**src/rtl/frame_word_packer.sv**
```systemverilog
// frame_word_packer: collects serial sdi bits into 4-bit words for each frame
// started by a rising edge of frame_clk, buffers them in a 4-entry FIFO and
// presents them one per cycle as registered req/data strobes.
// Optional feature macro: PARITY_CHK_EN -- each serial word carries 4 data bits
// followed by an even-parity bit; a bad word raises par_err alongside its req.
//
// Output handshake: req/data is a push-only strobe interface with no
// back-pressure. data is meaningful only in a cycle where req=1 and holds its
// last value otherwise; every req=1 cycle delivers exactly one word.
module frame_word_packer #(
  parameter int WORDS_PER_FRAME = 4
) (
  input  logic       clk_2,
  input  logic       rst,
  input  logic       frame_clk,
  input  logic       sdi,
  input  logic       sdi_vld,
  input  logic       test_hold,   // white-box hook: suppresses pops so the FIFO can fill
  output logic       req,
  output logic [3:0] data,
  output logic       frame_done,
  output logic       frame_err,
  output logic       ovf,
  output logic       par_err,
  output logic [1:0] fsm_state    // debug view of the control FSM (IDLE=0, COLLECT=1, DRAIN=2)
);

`ifdef PARITY_CHK_EN
  localparam int EW = 5;
`else
  localparam int EW = 4;
`endif
  localparam int WCW = $clog2(WORDS_PER_FRAME + 1);

  typedef enum logic [1:0] {IDLE = 2'd0, COLLECT = 2'd1, DRAIN = 2'd2} state_t;

  state_t         state, next_state;
  logic [2:0]     sync;          // [0]=sync1, [1]=sync2, [2]=history flop
  logic           fs;
  logic           collecting, drain_exit, restart;
  logic [2:0]     bit_cnt;
  logic [WCW-1:0] word_cnt;
  logic [EW-2:0]  sr;            // bits preceding the final bit of the current word
  logic           word_done, last_word;
  logic [EW-1:0]  word, head;
  logic [EW-1:0]  mem [4];
  logic [2:0]     wptr, rptr;
  logic           fifo_empty, fifo_full, pop, push;

  assign fsm_state = state;

  // Bring frame_clk into the clk_2 domain and keep one history bit for edge detect.
  always_ff @(posedge clk_2 or posedge rst) begin
    if (rst) sync <= '0;
    else     sync <= {sync[1:0], frame_clk};
  end

  assign fs = sync[1] & ~sync[2];

  // FSM state register.
  always_ff @(posedge clk_2 or posedge rst) begin
    if (rst) state <= IDLE;
    else     state <= next_state;
  end

  // FSM next-state: a frame start always (re)enters COLLECT.
  always_comb begin
    next_state = state;
    case (state)
      IDLE:    if (fs) next_state = COLLECT;
      COLLECT: begin
        if (fs)                          next_state = COLLECT;
        else if (word_done && last_word) next_state = DRAIN;
      end
      DRAIN: begin
        if (fs)              next_state = COLLECT;
        else if (fifo_empty) next_state = IDLE;
      end
      default: next_state = IDLE;
    endcase
  end

  // FSM outputs: decoded controls for the datapath and status pulses.
  always_comb begin
    collecting = (state == COLLECT);
    drain_exit = (state == DRAIN) && fifo_empty && !fs;
    restart    = fs && (state != IDLE);
  end

  assign word_done = collecting && sdi_vld && (bit_cnt == 3'(EW - 1));
  assign last_word = (word_cnt == WCW'(WORDS_PER_FRAME - 1));
  assign word      = {sr, sdi};

  // Bit/word counters and shift register; a frame start discards any partial word.
  always_ff @(posedge clk_2 or posedge rst) begin
    if (rst) begin
      bit_cnt  <= '0;
      word_cnt <= '0;
      sr       <= '0;
    end else if (fs) begin
      bit_cnt  <= '0;
      word_cnt <= '0;
      sr       <= '0;
    end else if (collecting && sdi_vld) begin
      sr <= {sr[EW-3:0], sdi};
      if (bit_cnt == 3'(EW - 1)) begin
        bit_cnt  <= '0;
        word_cnt <= word_cnt + WCW'(1);
      end else begin
        bit_cnt  <= bit_cnt + 3'd1;
      end
    end
  end

  // FIFO flags from the wrap-bit pointer compare. When the FIFO is empty a
  // completing word is popped straight through so req follows the last bit by one cycle.
  assign fifo_empty = (wptr == rptr);
  assign fifo_full  = (wptr[1:0] == rptr[1:0]) && (wptr[2] != rptr[2]);
  assign pop        = !test_hold && (!fifo_empty || word_done);
  assign push       = word_done && (!fifo_full || pop);
  assign head       = fifo_empty ? word : mem[rptr[1:0]];

  // FIFO storage; contents are only meaningful between the pointers.
  always_ff @(posedge clk_2) begin
    if (push) mem[wptr[1:0]] <= word;
  end

  // FIFO pointers.
  always_ff @(posedge clk_2 or posedge rst) begin
    if (rst) begin
      wptr <= '0;
      rptr <= '0;
    end else begin
      if (push) wptr <= wptr + 3'd1;
      if (pop)  rptr <= rptr + 3'd1;
    end
  end

  // Registered output strobe, held data, status pulses and sticky overflow.
  always_ff @(posedge clk_2 or posedge rst) begin
    if (rst) begin
      req        <= 1'b0;
      data       <= '0;
      frame_done <= 1'b0;
      frame_err  <= 1'b0;
      ovf        <= 1'b0;
    end else begin
      req        <= pop;
      if (pop) data <= head[EW-1 -: 4];
      frame_done <= drain_exit;
      frame_err  <= restart;
      if (word_done && !push) ovf <= 1'b1;
    end
  end

`ifdef PARITY_CHK_EN
  // Even parity over data plus parity bit; flagged in the same cycle as the word's req.
  always_ff @(posedge clk_2 or posedge rst) begin
    if (rst) par_err <= 1'b0;
    else     par_err <= pop && (^head);
  end
`else
  assign par_err = 1'b0;
`endif

endmodule

```
**config.mk**
```make
export PLATFORM = sky130hd
export DESIGN_NAME = frame_word_packer
export DESIGN_NICKNAME = d
export VERILOG_FILES = /design/src/rtl/frame_word_packer.sv
export SDC_FILE = /design/constraint.sdc
export NUM_CORES = 1
export LEC_CHECK = 0
export BUFFER_PORTS_ARGS = -buffer_cell sky130_fd_sc_hd__clkbuf_2
export CAP_MARGIN = 5
export CORE_ASPECT_RATIO = 0.75
export CORE_UTILIZATION = 52
export DETAILED_ROUTE_END_ITERATION = 8
export PLACE_DENSITY = 0.81
export SLEW_MARGIN = 20
export SYNTH_ARGS = -nofsm -noshare
export SYNTH_HDL_FRONTEND = slang
export SYNTH_SLANG_ARGS = --single-unit
export TNS_END_PERCENT = 5
```
**constraint.sdc**
```tcl
create_clock -name clk_2 -period 2 [get_ports clk_2]
set_clock_uncertainty 0.2 [all_clocks]
set_input_delay 0.2 -clock clk_2 [delete_from_list [all_inputs] [get_ports clk_2]]
set_output_delay 0.2 -clock clk_2 [all_outputs]
set_load 0.02 [all_outputs]
```
==> results.md <==
* Dpl cell area at 2130 sq um
* Arr. time, crit path at 1.89 ns
* Maximum clock insertion buffer count at 2
* Multi-input gate area at 741 sq um
* I/O pins at 17
* Min-Delay Endpoint: req
* Largest cells by area after synthesis: dfrtp_1, edfxtp_1, mux4_1, ha_1, a21oi_1
* Clock transition at path regs at 0.08 ns
* Largest net degree at the start of global routing at 29
* Slew @ Worst Pin at 0.697 ns
* YS warnings at 0
* Fraction of synthesized area in multiplexers at 8.45%
* Row count at 18
* Area delta synth->final at 15.9%
* Remaining DRCs at 0
* GP Congestion at 0.796
* DR vias at 1183
* Finished Layout Cells at 220
* Reg2reg start: rptr[0]
* Mapped Cells at 140
* Max Fclk at 522 MHz
* Overall Global Routing Usage at 19.7%
* WHS at 0.00951 ns
* Synth Cell Area at 1950 sq um
* HP Start: test_hold
* Comb pwr share at 34.5%
* H-tree depth at 2
* Number of global-route vias before repair at 1121
* Share of the cycle needed by the critical path after routing at 95.7%
* Slew headroom at 53.4%
* Fill count at 262
* Clock share of power at 19.3%
* Status: finished clean
* Post-route ant nets at 0
* Final Hold Violating Endpoints at 0
* Crit path cell chain: xnor2_4, nor3b_4, buf_4, a21oi_4, mux2_4
* Worst EP required at 1.98 ns
* TritonCTS buffer count at 5
* Maximum VDD drop at 0.000550 V
* RSZ-0062 raised after global routing: no
* Flop pwr share at 46.2%
* Top cell type's share of synthesized area at 35.9%
* Clock latency on the worst-skew pair at 0.29 ns
* Net switching fraction of the power at 32.9%
* Pwr/cell area at 1200 nW/um^2
* Most frequent cells in the layout: dfrtp_1, edfxtp_1, clkbuf_2
* Die Span X at 72.8 microns
* Final wirelength at 3.50 mm
* I/O Buffers at 15
* CTS tree: done
* Max Cap Viol at 0
* Worst-path maximum fanout at 7
* Largest family of logic cells by synthesized area: simple AND/OR/NAND/NOR gates
* Hold Path Stages at 2
* Vias per inst at 5.38
* Share of cells above drive strength 1 at 27.1%
* Post-Synth Simple-Gate Area at 12.2%
* Synth Area in Compound Gates at 6.47%
* Crit. End Element: flip-flop
* Clock root cell: clkbuf_8
* Most common cell after layout, fill and taps aside: dfrtp_1
* NetSw at 897 uW
* WL/cell at 15.9 microns
* Syn_area_per_cell at 14.0 sq um
* Final instance area at 2260 sq um
* Slew Limit Fails at 0
* Grt total ovfl at 0
* Setup TNS at 0 ns
* Setup CP Type: flip-flop to flip-flop
* Core Util, Final at 65.7%
* Initial antenna violation count at 0
* Final setup viols at 0
* Critical R2R Capture: rptr[1]
* XOR/XNOR share of the synthesized area at 4.55%
* CP max stage delay at 0.50 ns
* Setup repair bufs after CTS at 0
* Crit path time final at 1.91 ns
* Synthesized flop and latch total at 44
* Clk sinks at 44
* Syn nets at 154
* Die Outline Area at 4010 sq um
* Initial Utilization at 56.7%
* Worst path top cell family by delay: flip-flops
* LEAKAGE at 0.000971 uW
* Post-synth top area cell: dfrtp_1
* Buf/Inv on CP at 1
* Internal power at 1830 uW
* Synth Area in Adders at 5.12%
* Worst Setup Start Kind: flip-flop
* Placed Cells at 209
* Die height at 55.1 microns
* Synth cell types at 37
* DR iter-0 viols at 51
* Nets at 183
* Pre-antenna DRT Iters at 4
* Reg2reg setup slack at 0.09 ns
* Diodes inserted at 0
* Core footprint at 3450 sq um
* Global-route wire length before repair at 5.37 mm
* Hold crit path type: input port to flip-flop
* Final HPWL from detailed placement at 2.61 mm
* Register area at 1180 sq um
* Slowest cell on the critical path: dfrtp_2
* Sequential share of the synthesized area at 60.4%
* R2R cell count at 5
## Yosys cell counts
master,instances
edfxtp_1,16
nor3_1,1
buf_2,2
nand2_1,11
or3_1,4
or3b_1,1
clkbuf_1,2
conb_1,1
nor2_1,5
and3b_1,1
nand3_1,3
nand4b_1,1
nor2_2,1
mux4_1,4
nor3b_4,1
buf_6,1
nor2b_1,2
mux2_2,4
and2_1,1
o21ai_0,1
and3_1,4
o21bai_1,1
inv_1,4
o22a_1,4
nand2b_1,3
buf_4,1
nand3b_1,1
and4b_2,1
ha_1,8
xnor2_1,2
xor2_1,5
a21oi_4,1
mux2_4,1
a21oi_1,11
dfrtp_1,28
a211oi_1,1
xnor2_4,1
## worst reg2reg max path, delay by kind of cell (launching register included)
kind,cells,cell delay [ns]
compound gates,1,0.09
xor+xnor,1,0.20
buf+inv,1,0.20
flops,1,0.50
mux,1,0.31
simple gates,1,0.31
## state kept, by name, summed over array words and instances, names as in the netlist
signal,flops
frame_err,1
bit_cnt,3
rptr,3
ovf,1
data,4
word_cnt,3
mem,16
fsm_state,2
wptr,3
sr,3
sync,3
frame_done,1
req,1
## layout make-up
type	count	area share, %
clock buffers	6	3.20
clock inverters	2	0.497
inverters	4	0.663
multi-input cells	86	32.7
flip-flops and latches	44	52.2
well taps	50	2.76
repair buffers	28	7.96
## repair_timing
action,4_1_cts,5_1_grt
resized for setup,1,4
setup endpoints to repair,2,7
cloned,0,0
hold buffers,3,0
endpoints found under the hold margin,33,0
## cells by family after synthesis
group,after synthesis
mux,9
simple gates,41
other cells,1
compound gates,19
fa+ha+maj,8
flops,44
xor+xnor,8
buf+inv,10
## power by group through the flow
stage | clock network, uW | logic, uW | registers [uW]
2_1_floorplan | 0 | 664 | 1280
3_3_place_gp | 0 | 883 | 1250
3_5_place_dp | 0 | 924 | 1270
4_1_cts | 538 | 935 | 1250
5_1_grt | 582 | 1020 | 1280
6_report | 526 | 940 | 1260
## per-layer routing
layer | up-vias | global-route usage, % | routed length [microns]
met5 | - | 0 | 0
met4 | 0 | 7.52 | 44
met3 | 6 | 8.88 | 195
met2 | 25 | 31.8 | 1630
met1 | 594 | 23.8 | 1640
li1 | 558 | - | -
## stage by stage
stage	power, uW	setup slack (ns)
after global routing	2890	0.00647
after CTS	2720	0.0344
after detailed placement	2190	-0.00753
after floorplan	1940	0.121
after global placement	2140	0.0557
final	2730	0.0854
## worst max path at each step
stage | from | end | slack [ns] | depth (start not counted)
finish | rptr[0] | rptr[1] | 0.09 | 5
global route | bit_cnt[0] | data[1] | 0.006 | 5
CTS | rptr[2] | wptr[2] | 0.03 | 4
detailed placement | rptr[0] | data[0] | -0.008 | 3
global placement | rptr[0] | data[0] | 0.06 | 3
floorplan | rptr[0] | data[0] | 0.12 | 5
Note: power is estimated with default switching activity, not from simulation.
